`config.mk`:
```
export PLATFORM = sky130hd
export DESIGN_NAME = fixed_point_dot_acc_flat
export DESIGN_NICKNAME = d
export VERILOG_FILES = /design/src/rtl/fixed_point_dot_acc_pkg.sv /design/src/rtl/fixed_point_dot_acc_if.sv /design/src/rtl/fixed_point_mult.sv /design/src/rtl/fixed_point_dot_acc.sv /design/src/flat_wrapper.sv
export SDC_FILE = /design/constraint.sdc
export NUM_CORES = 2
export LEC_CHECK = 0
export CAP_MARGIN = 20
export CORE_MARGIN = 2
export CORE_UTILIZATION = 65
export DETAILED_ROUTE_END_ITERATION = 7
export PLACE_DENSITY = 0.84
export SLEW_MARGIN = 20
export SYNTH_ARGS = -nofsm -noshare
export SYNTH_HDL_FRONTEND = slang
export SYNTH_SLANG_ARGS = --single-unit
```
`constraint.sdc`:
```
create_clock -name clk -period 8.1 [get_ports clk]
set_input_delay 2.025 -clock clk [delete_from_list [all_inputs] [get_ports clk]]
set_output_delay 2.025 -clock clk [all_outputs]
set_load 0.05 [all_outputs]
```
`src/rtl/fixed_point_dot_acc_pkg.sv`:
```
// Shared fixed-point definitions for the Q16.15 dot-product datapath.
package fxp_pkg;

   localparam int unsigned FXP_W     = 32;
   localparam int unsigned FXP_F     = 15;
   localparam int unsigned ACC_GUARD = 8;
   localparam int unsigned ACC_W     = FXP_W + ACC_GUARD;

   typedef logic signed [FXP_W-1:0] fxp_t;
   typedef logic signed [ACC_W-1:0] fxp_acc_t;

   typedef enum logic {ACC, HOLD} dot_state_e;

   localparam fxp_t FXP_MAX = 32'sh7FFF_FFFF;
   localparam fxp_t FXP_MIN = 32'sh8000_0000;

   // A guard-banded sum fits Q16.15 only when the guard bits and the sign bit agree.
   function automatic logic acc_ovf(input fxp_acc_t v);
      return (v[ACC_W-1:FXP_W-1] != '0) && (v[ACC_W-1:FXP_W-1] != '1);
   endfunction

endpackage

```
`src/rtl/fixed_point_dot_acc_if.sv`:
```
// Element-pair stream in, dot-product result stream out.
interface fixed_point_dot_acc_if
   import fxp_pkg::*;
#(
   parameter int unsigned LEN_W = 9
);
   logic             in_valid;
   logic             in_ready;
   fxp_t             in_a;
   fxp_t             in_b;
   logic             in_last;
   logic             out_valid;
   logic             out_ready;
   fxp_t             out_data;
   logic [LEN_W-1:0] out_len;
   logic             out_ovf;
   logic             out_trunc;

   modport master (
      output in_valid, in_a, in_b, in_last, out_ready,
      input  in_ready, out_valid, out_data, out_len, out_ovf, out_trunc
   );

   modport slave (
      input  in_valid, in_a, in_b, in_last, out_ready,
      output in_ready, out_valid, out_data, out_len, out_ovf, out_trunc
   );
endinterface

```
`src/rtl/fixed_point_mult.sv`:
```
// Combinational Q16.15 x Q16.15 multiplier; result truncated toward -inf and wrapped to 32 bits.
module fixed_point_mult
   import fxp_pkg::*;
(
   input  fxp_t a,
   input  fxp_t b,
   output fxp_t p
);
   logic [2*FXP_W-1:0] full;

   // Full-width sign extension makes the unsigned low product equal the signed one.
   assign full = {{FXP_W{a[FXP_W-1]}}, a} * {{FXP_W{b[FXP_W-1]}}, b};
   assign p    = fxp_t'(full >> FXP_F);
endmodule

```
`src/rtl/fixed_point_dot_acc.sv`:
```
// Streaming Q16.15 dot-product accumulator.
// Optional saturation of the narrowed result is enabled with `define FXP_DOT_SAT_EN.
module fixed_point_dot_acc
   import fxp_pkg::*;
#(
   parameter int unsigned MAX_LEN = 256,
   parameter int unsigned LEN_W   = 9
)(
   input logic                  clk,
   input logic                  rst,
   fixed_point_dot_acc_if.slave bus
);
   dot_state_e       state_q, state_d;
   fxp_t             prod;
   fxp_t             p_reg;
   logic             p_valid;
   logic             p_last;
   logic             trunc;
   fxp_acc_t         acc;
   logic [LEN_W-1:0] count;
   fxp_t             out_data_q;
   logic [LEN_W-1:0] out_len_q;
   logic             out_ovf_q;
   logic             out_trunc_q;

   logic             accept;
   logic             hit_max;
   logic [LEN_W-1:0] count_n;
   fxp_acc_t         acc_sum;
   logic             ovf_n;
   fxp_t             data_n;

   fixed_point_mult u_mult (
      .a (bus.in_a),
      .b (bus.in_b),
      .p (prod)
   );

   assign bus.in_ready = (state_q == ACC) && !(p_valid && p_last);
   assign accept       = bus.in_valid && bus.in_ready;

   // Beats already taken in = accumulated ones plus the one sitting in stage P.
   assign count_n = count + {{(LEN_W-1){1'b0}}, p_valid};
   assign hit_max = (count_n == LEN_W'(MAX_LEN - 1));

   assign acc_sum = acc + fxp_acc_t'(p_reg);
   assign ovf_n   = acc_ovf(acc_sum);

`ifdef FXP_DOT_SAT_EN
   assign data_n = ovf_n ? (acc_sum[ACC_W-1] ? FXP_MIN : FXP_MAX) : acc_sum[FXP_W-1:0];
`else
   assign data_n = acc_sum[FXP_W-1:0];
`endif

   // FSM state register.
   always_ff @(posedge clk or posedge rst) begin
      if (rst) state_q <= ACC;
      else     state_q <= state_d;
   end

   // Next state: enter HOLD as the final product lands, leave once the result is taken.
   always_comb begin
      state_d = state_q;
      unique case (state_q)
         ACC:     if (p_valid && p_last) state_d = HOLD;
         HOLD:    if (bus.out_ready)     state_d = ACC;
         default: state_d = ACC;
      endcase
   end

   // Stage P: capture the product and its end-of-vector marking.
   always_ff @(posedge clk or posedge rst) begin
      if (rst) begin
         p_reg   <= '0;
         p_valid <= 1'b0;
         p_last  <= 1'b0;
         trunc   <= 1'b0;
      end else begin
         p_valid <= accept;
         if (accept) begin
            p_reg  <= prod;
            p_last <= bus.in_last || hit_max;
            if (hit_max && !bus.in_last) trunc <= 1'b1;
         end else if (p_valid && p_last) begin
            trunc <= 1'b0;
         end
      end
   end

   // Stage A: accumulate, and on the final product load the result registers.
   always_ff @(posedge clk or posedge rst) begin
      if (rst) begin
         acc         <= '0;
         count       <= '0;
         out_data_q  <= '0;
         out_len_q   <= '0;
         out_ovf_q   <= 1'b0;
         out_trunc_q <= 1'b0;
      end else if (p_valid) begin
         if (p_last) begin
            acc         <= '0;
            count       <= '0;
            out_data_q  <= data_n;
            out_len_q   <= count + LEN_W'(1);
            out_ovf_q   <= ovf_n;
            out_trunc_q <= trunc;
         end else begin
            acc   <= acc_sum;
            count <= count + LEN_W'(1);
         end
      end
   end

   assign bus.out_valid = (state_q == HOLD);
   assign bus.out_data  = out_data_q;
   assign bus.out_len   = out_len_q;
   assign bus.out_ovf   = out_ovf_q;
   assign bus.out_trunc = out_trunc_q;
endmodule

```
`src/flat_wrapper.sv`:
```
// flat-port wrapper written by rule: the top's interface ports become plain ports
module fixed_point_dot_acc_flat import fxp_pkg::*;
#(
   parameter int unsigned MAX_LEN = 256,
   parameter int unsigned LEN_W   = 9
)
  (clk, rst, bus_in_valid, bus_in_a, bus_in_b, bus_in_last, bus_out_ready, bus_in_ready, bus_out_valid, bus_out_data, bus_out_len, bus_out_ovf, bus_out_trunc);
  fixed_point_dot_acc_if #(.LEN_W(LEN_W)) bus_i ();
  input logic clk;
  input logic rst;
  input wire logic [$bits(bus_i.in_valid)-1:0] bus_in_valid;
  input wire logic [$bits(bus_i.in_a)-1:0] bus_in_a;
  input wire logic [$bits(bus_i.in_b)-1:0] bus_in_b;
  input wire logic [$bits(bus_i.in_last)-1:0] bus_in_last;
  input wire logic [$bits(bus_i.out_ready)-1:0] bus_out_ready;
  output wire logic [$bits(bus_i.in_ready)-1:0] bus_in_ready;
  output wire logic [$bits(bus_i.out_valid)-1:0] bus_out_valid;
  output wire logic [$bits(bus_i.out_data)-1:0] bus_out_data;
  output wire logic [$bits(bus_i.out_len)-1:0] bus_out_len;
  output wire logic [$bits(bus_i.out_ovf)-1:0] bus_out_ovf;
  output wire logic [$bits(bus_i.out_trunc)-1:0] bus_out_trunc;
  assign bus_i.in_valid = bus_in_valid;
  assign bus_i.in_a = bus_in_a;
  assign bus_i.in_b = bus_in_b;
  assign bus_i.in_last = bus_in_last;
  assign bus_i.out_ready = bus_out_ready;
  assign bus_in_ready = bus_i.in_ready;
  assign bus_out_valid = bus_i.out_valid;
  assign bus_out_data = bus_i.out_data;
  assign bus_out_len = bus_i.out_len;
  assign bus_out_ovf = bus_i.out_ovf;
  assign bus_out_trunc = bus_i.out_trunc;
  fixed_point_dot_acc #(.MAX_LEN(MAX_LEN), .LEN_W(LEN_W)) u_core (.clk(clk), .rst(rst), .bus(bus_i));
endmodule
```
==> load_flow_metrics.sql, run 1 <==
INSERT INTO impl_metrics (metric_group, metric, value, unit) VALUES
('outcome', 'result_of_the_run', 'did not finish', ''),
('outcome', 'stop_stage', '5_1_grt', ''),
('outcome', 'stop_error', '[ERROR GRT-0232] Routing congestion too high. Check the congestion heatmap in the GUI.', ''),
('global_routing', 'gr-total-overflow', '93', ''),
('clock_network', 'clock_tree_sinks', '128', ''),
('die', 'die_x', '235.7', 'µm'),
('synthesis', 'sequential_element_share_of_the_synthesized_area', '0.09179', ''),
('synthesis', 'postSynthRegisterBits', '128', ''),
('synthesis', 'synth_nets', '4913', ''),
('synthesis', 'synth_top_cell_area_share', '0.4687', ''),
('synthesis', 'synth.lib_cells_used.distinct', '75', ''),
('sta', 'worst_endpoint_kind', 'register data pin', ''),
('synthesis', 'post_synth_inst_count', '3823', ''),
('place', 'dp.final_hpwl', '77290', 'µm'),
('synthesis', 'share_of_flip_flops_with_an_asynchronous_set_or_reset', '1.000', ''),
('clock_network', 'cts_root_buf', 'sky130_fd_sc_hd__clkbuf_16', ''),
('die', 'core.rowCount', '84', ''),
('die', 'initial_core_utilization', '0.6601', ''),
('synthesis', 'biggest_area_consumer_among_synthesized_cells', 'sky130_fd_sc_hd__fa_1', ''),
('global_routing', 'grt_max_degree', '84', ''),
('synthesis', 'synthesis.area', '34890', 'µm²'),
('synthesis', 'synth_area_per_inst', '9.128', 'µm²'),
('place', 'port_buffers', '113', ''),
('place', 'setup_ws_pre_cts', '-1.479', 'ns'),
('clock_network', 'numCtsBuffers', '17', ''),
('die', 'num_io_pins', '114', ''),
('global_routing', 'grt_util_all_layers', '0.6916', ''),
('sta', 'grt_repair_worst_endpoint', 'u_core.p_reg[29]$_DFFE_PP0P_/D', ''),
('synthesis', 'ys_warn_count', '0', ''),
('place', 'placer_s_final_routability_congestion_estimate', '0.9179', ''),
('clock_network', 'cts.path.max_buffers', '2', ''),
('synthesis', 'postSynth.topFlopCell', 'sky130_fd_sc_hd__dfrtp_1', ''),
('place', 'place_area', '39600', 'µm²'),
('clock_network', 'ctsHtreeMaxLevel', '4', ''),
('synthesis', 'synth_edf_count', '0', ''),
('die', 'fp.dieH', '235.7', 'µm'),
('synthesis', 'synth.area.top_cells', 'sky130_fd_sc_hd__fa_1, sky130_fd_sc_hd__inv_1, sky130_fd_sc_hd__dfrtp_1', '');
==> logic make-up after synthesis <==
logic type / synth area share
XOR/XNOR: 0.02861
multiplexers: 0.0009322
AND/OR/NAND/NOR: 0.1579
buffers and inverters: 0.1159
AO/OA/AOI/OAI: 0.06271
adder cells (fa/ha/maj): 0.5421
flip-flops: 0.09179
==> cells in the mapped netlist, types with 18 or more instances <==
cell type,instances
sky130_fd_sc_hd__fa_1,817
sky130_fd_sc_hd__xor2_1,41
sky130_fd_sc_hd__dfrtp_1,128
sky130_fd_sc_hd__xnor2_1,73
sky130_fd_sc_hd__ha_1,204
sky130_fd_sc_hd__nand2_1,602
sky130_fd_sc_hd__o21ai_0,101
sky130_fd_sc_hd__clkbuf_1,194
sky130_fd_sc_hd__o22ai_1,40
sky130_fd_sc_hd__inv_1,876
sky130_fd_sc_hd__nor2_1,51
sky130_fd_sc_hd__a21o_1,31
sky130_fd_sc_hd__nand3_1,18
sky130_fd_sc_hd__and2_1,403
sky130_fd_sc_hd__a21oi_1,59
==> through the flow <==
step	hold slack [ns]	instances	utilization
floorplan	0.4386	3823	-
global placement	0.4578	4745	0.7491
detailed placement	0.4618	4745	0.7491
CTS	0.4755	4921	0.8045
==> what timing repair did <==
action | 4_1_cts
resized for setup | 303
setup buffers | 116
pin swaps | 115
cloned | 29
hold buffers | 0
endpoints found under the setup margin | 32
==> per-layer routing <==
metal / overflow / track usage
met1: 4 / 0.6671
met2: 50 / 0.8364
met3: 3 / 0.5869
met4: 35 / 0.6763
met5: 1 / 0.3965
==> run 2, diff against run 1 <==
--- a/config.mk
+++ b/config.mk
@@ -7,9 +7,9 @@
 export LEC_CHECK = 0
 export CAP_MARGIN = 20
 export CORE_MARGIN = 2
-export CORE_UTILIZATION = 65
+export CORE_UTILIZATION = 40
 export DETAILED_ROUTE_END_ITERATION = 7
-export PLACE_DENSITY = 0.84
+export PLACE_DENSITY_LB_ADDON = 0.15
 export SLEW_MARGIN = 20
 export SYNTH_ARGS = -nofsm -noshare
 export SYNTH_HDL_FRONTEND = slang
==> run 2 against run 1 <==
Against the previous run: the flow now finishes, with violations (negative setup slack); synthesized cell count unchanged; area after synthesis unchanged.
==> load_flow_metrics.sql, run 2 <==
INSERT INTO impl_metrics (metric_group, metric, value, unit) VALUES
('clock_network', 'worst_skew_pair.late_latency', '0.43', 'ns'),
('synthesis', 'biggest_area_consumer_among_synthesized_cells', 'sky130_fd_sc_hd__fa_1', ''),
('clock_network', 'clock_tree_sinks', '128', ''),
('synthesis', 'share_of_flip_flops_with_an_asynchronous_set_or_reset', '1.000', ''),
('finish', 'design_area', '45010', 'µm²'),
('synthesis', 'synth_top_cell_area_share', '0.4687', ''),
('clock_network', 'numCtsBuffers', '17', ''),
('finish', 'finish.utilization', '0.5196', ''),
('clock_network', 'ctsHtreeMaxLevel', '4', ''),
('global_routing', 'gr-total-overflow', '0', ''),
('finish', 'sequential_cell_area', '3204', 'µm²'),
('outcome', 'result_of_the_run', 'finished, violations left', ''),
('sta', 'timing.final.max_slew_violations', '0', ''),
('synthesis', 'sequential_element_share_of_the_synthesized_area', '0.09179', ''),
('synthesis', 'synth_edf_count', '0', ''),
('finish', 'drive_gt1_frac', '0.2182', ''),
('finish', 'layout_commonest_cell', 'sky130_fd_sc_hd__inv_1', ''),
('worst_setup_path', 'slowest_stage', 'sky130_fd_sc_hd__fa_2', ''),
('routing', 'viasPerCell', '4.933', ''),
('global_routing', 'antenna_found_initial', '1', ''),
('sta', 'max_clock_skew', '0.01002', 'ns'),
('sta', 'finalWorstSetupSlack', '-0.3318', 'ns'),
('sta', 'setup_viol', '24', ''),
('routing', 'firstDrtPassIters', '5', ''),
('synthesis', 'synth.lib_cells_used.distinct', '75', ''),
('synthesis', 'synth_area_per_inst', '9.128', 'µm²'),
('routing', 'drt_first_iter_violations', '1538', ''),
('synthesis', 'post-synth-top-count-cell', 'sky130_fd_sc_hd__inv_1', ''),
('finish', 'finish.net_count', '5389', ''),
('sta', 'final_worst_path_cycle_share', '1.041', ''),
('die', 'num_io_pins', '114', ''),
('place', 'place_area', '40470', 'µm²'),
('worst_setup_path', 'critical-path-top-cell-by-count', 'sky130_fd_sc_hd__fa_2', ''),
('synthesis', 'synthesis.area', '34890', 'µm²'),
('die', 'fp.coreArea', '86620', 'µm²'),
('finish', 'area_growth', '28.99', '%'),
('run', 'maxCapViolations', '0', ''),
('worst_setup_path', 'crit_path_end_kind', 'flop', ''),
('sta', 'max_clock_freq', '118.6', 'MHz'),
('routing', 'drc', '0', ''),
('finish', 'antenna_cell_count', '0', ''),
('synthesis', 'synth.area.top_cells', 'sky130_fd_sc_hd__fa_1, sky130_fd_sc_hd__inv_1, sky130_fd_sc_hd__dfrtp_1', ''),
('clock_network', 'clkTransAtPathRegs', '0.06', 'ns'),
('sta', 'worst_slew_margin_rel', '0.5064', ''),
('global_routing', 'first_global_vias', '28790', ''),
('die', 'die_x', '299.4', 'µm'),
('finish', 'largest_reg_flops', '40', ''),
('die', 'die_outline_area', '89620', 'µm²'),
('place', 'dp.final_hpwl', '80190', 'µm'),
('synthesis', 'postSynthRegisterBits', '128', ''),
('finish', 'total_area_of_multi_input_combinational_cells', '28800', 'µm²'),
('sta', 'rsz0062_at_grt', 'yes', ''),
('synthesis', 'synth_common_cells', 'sky130_fd_sc_hd__inv_1, sky130_fd_sc_hd__fa_1, sky130_fd_sc_hd__nand2_1, sky130_fd_sc_hd__and2_1, sky130_fd_sc_hd__ha_1', ''),
('die', 'fp.dieH', '299.4', 'µm'),
('place', 'port_buffers', '113', ''),
('finish', 'nFillCells', '8000', ''),
('worst_setup_path', 'critPathRequiredTime', '8.38', 'ns'),
('synthesis', 'postSynth.topFlopCell', 'sky130_fd_sc_hd__dfrtp_1', ''),
('worst_setup_path', 'worst_path_cell_trace', 'clkdlybuf4s50_1 -> buf_6 -> buf_6 -> nand2b_4 -> fa_2 -> fa_2 -> inv_1 -> fa_2 -> fa_2 -> fa_2 -> fa_2 -> fa_1 -> fa_1 -> ha_4 -> nand4_1 -> a211oi_2 -> a2bb2oi_2 -> o21ai_1 -> a21oi_2 -> buf_6 -> o311ai_4 -> buf_4 -> xnor2_2 -> o21ai_1', ''),
('worst_setup_path', 'timing.critical_path.arrival', '8.71', 'ns'),
('routing', 'routed_wire_length_per_instance', '19.69', 'µm'),
('clock_network', 'cts_tree', 'built', ''),
('outcome', 'violations', 'negative setup slack', ''),
('worst_hold_path', 'hold_path.class', 'reg2reg', ''),
('global_routing', 'grt_util_all_layers', '0.2469', ''),
('die', 'core.rowCount', '108', ''),
('global_routing', 'grt_max_degree', '80', ''),
('routing', 'route.antenna.remaining_nets', '0', ''),
('routing', 'total_wirelength', '107700', 'µm'),
('sta', 'final_critical_path_required_period', '8.432', 'ns'),
('routing', 'via_count', '26970', ''),
('worst_setup_path', 'critical_path.max_fanout', '4', ''),
('sta', 'report.final.hold_viol_count', '0', ''),
('clock_network', 'cts_root_buf', 'sky130_fd_sc_hd__clkbuf_16', ''),
('synthesis', 'synth_nets', '4913', ''),
('synthesis', 'ys_warn_count', '0', ''),
('worst_setup_path', 'path_class', 'in2reg', ''),
('global_routing', 'grt_first_pass_wirelength', '168200', 'µm'),
('clock_network', 'cts.path.max_buffers', '2', ''),
('synthesis', 'post_synth_inst_count', '3823', ''),
('sta', 'transition_at_the_pin_with_the_smallest_max_transition_slack', '0.7403', 'ns'),
('finish', 'most-common-layout-cells', 'sky130_fd_sc_hd__inv_1, sky130_fd_sc_hd__fa_1, sky130_fd_sc_hd__nand2_1', ''),
('place', 'placer_s_final_routability_congestion_estimate', '0.8495', ''),
('die', 'initial_core_utilization', '0.4029', ''),
('worst_setup_path', 'critical_path.max_stage_delay', '0.58', 'ns'),
('worst_setup_path', 'critical_path.startpoint_type', 'input pin', '');
[run 2: cell type report]
cell class              instances  area share
multi-input cells            2619      0.6398
repair buffers                656      0.1693
inverters                     877     0.07347
flip-flops and latches        128     0.07119
well taps                    1155     0.03211
clock buffers                  17    0.009452
clock inverters                15    0.004642
[run 2: kinds of logic (layout without fill, tap and decap cells)]
kind of cell / after synthesis / after routing / share of synthesized area
compound gates: 337 / 337 / 0.06271
xor+xnor: 114 / 114 / 0.02861
fa+ha+maj: 1022 / 1022 / 0.5421
buf+inv: 1076 / 1565 / 0.1159
flops: 128 / 128 / 0.09179
mux: 3 / 3 / 0.0009322
simple gates: 1143 / 1143 / 0.1579
[run 2: layer usage]
metal	GRT usage	wire length (µm)	up-vias
met4	0.08083	4140	2
met2	0.4237	53680	585
li1	-	-	12220
met3	0.02066	4176	135
met1	0.3315	45650	14030
met5	0	8	-
[run 2: final timing paths]
| kind | start | endpoint | slack, ns | cells after the start |
|---|---|---|---|---|
| max | bus_in_a[0] | u_core.p_reg[29]$_DFFE_PP0P_ | -0.33 | 24 |
| min | u_core.bus.out_data[27]$_DFFE_PP0P_ | u_core.bus.out_data[27]$_DFFE_PP0P_ | 0.48 | 2 |
| max reg2reg | u_core.p_reg[31]$_DFFE_PP0P_ | u_core.bus.out_ovf$_DFFE_PP0P_ | 4.41 | 11 |
| min reg2reg | u_core.bus.out_data[27]$_DFFE_PP0P_ | u_core.bus.out_data[27]$_DFFE_PP0P_ | 0.48 | 2 |
| max in group asynchronous | rst | u_core.acc[31]$_DFFE_PP0P_ | 5.00 | 3 |
| min in group asynchronous | rst | u_core.bus.out_len[6]$_DFFE_PP0P_ | 2.00 | 2 |
[run 2: critical path, delay by kind of cell]
| family | cells | cell delay (ns) |
|---|---|---|
| adder cells (fa/ha/maj) | 9 | 4.29 |
| AO/OA/AOI/OAI | 6 | 0.98 |
| AND/OR/NAND/NOR | 2 | 0.23 |
| XOR/XNOR | 1 | 0.09 |
| buffers and inverters | 6 | 1.09 |
[run 2: per-stage QoR]
stage                     setup TNS (ns)  hold slack, ns  instances  setup WS (ns)
after floorplan                   -1.963          0.4386       3823        -0.3736
after global placement            -34.28          0.4560       5222         -1.364
after detailed placement          -36.41          0.4656       5222         -1.469
after CTS                         -4.222          0.4823       5452        -0.3287
after global routing              -10.13          0.4988       5467        -0.5526
final                             -3.907          0.4758       5467        -0.3318
[run 2: what timing repair did]
action	in CTS	in global routing
cloned	38	3
pin swaps	205	103
endpoints found under the setup margin	32	29
hold buffers	0	0
setup buffers	162	21
resized for setup	571	151
hold endpoints to repair	0	0
Power of run 2 is not shown: default switching activity piles up to over one toggle a cycle in this logic, so the estimate is an artifact.
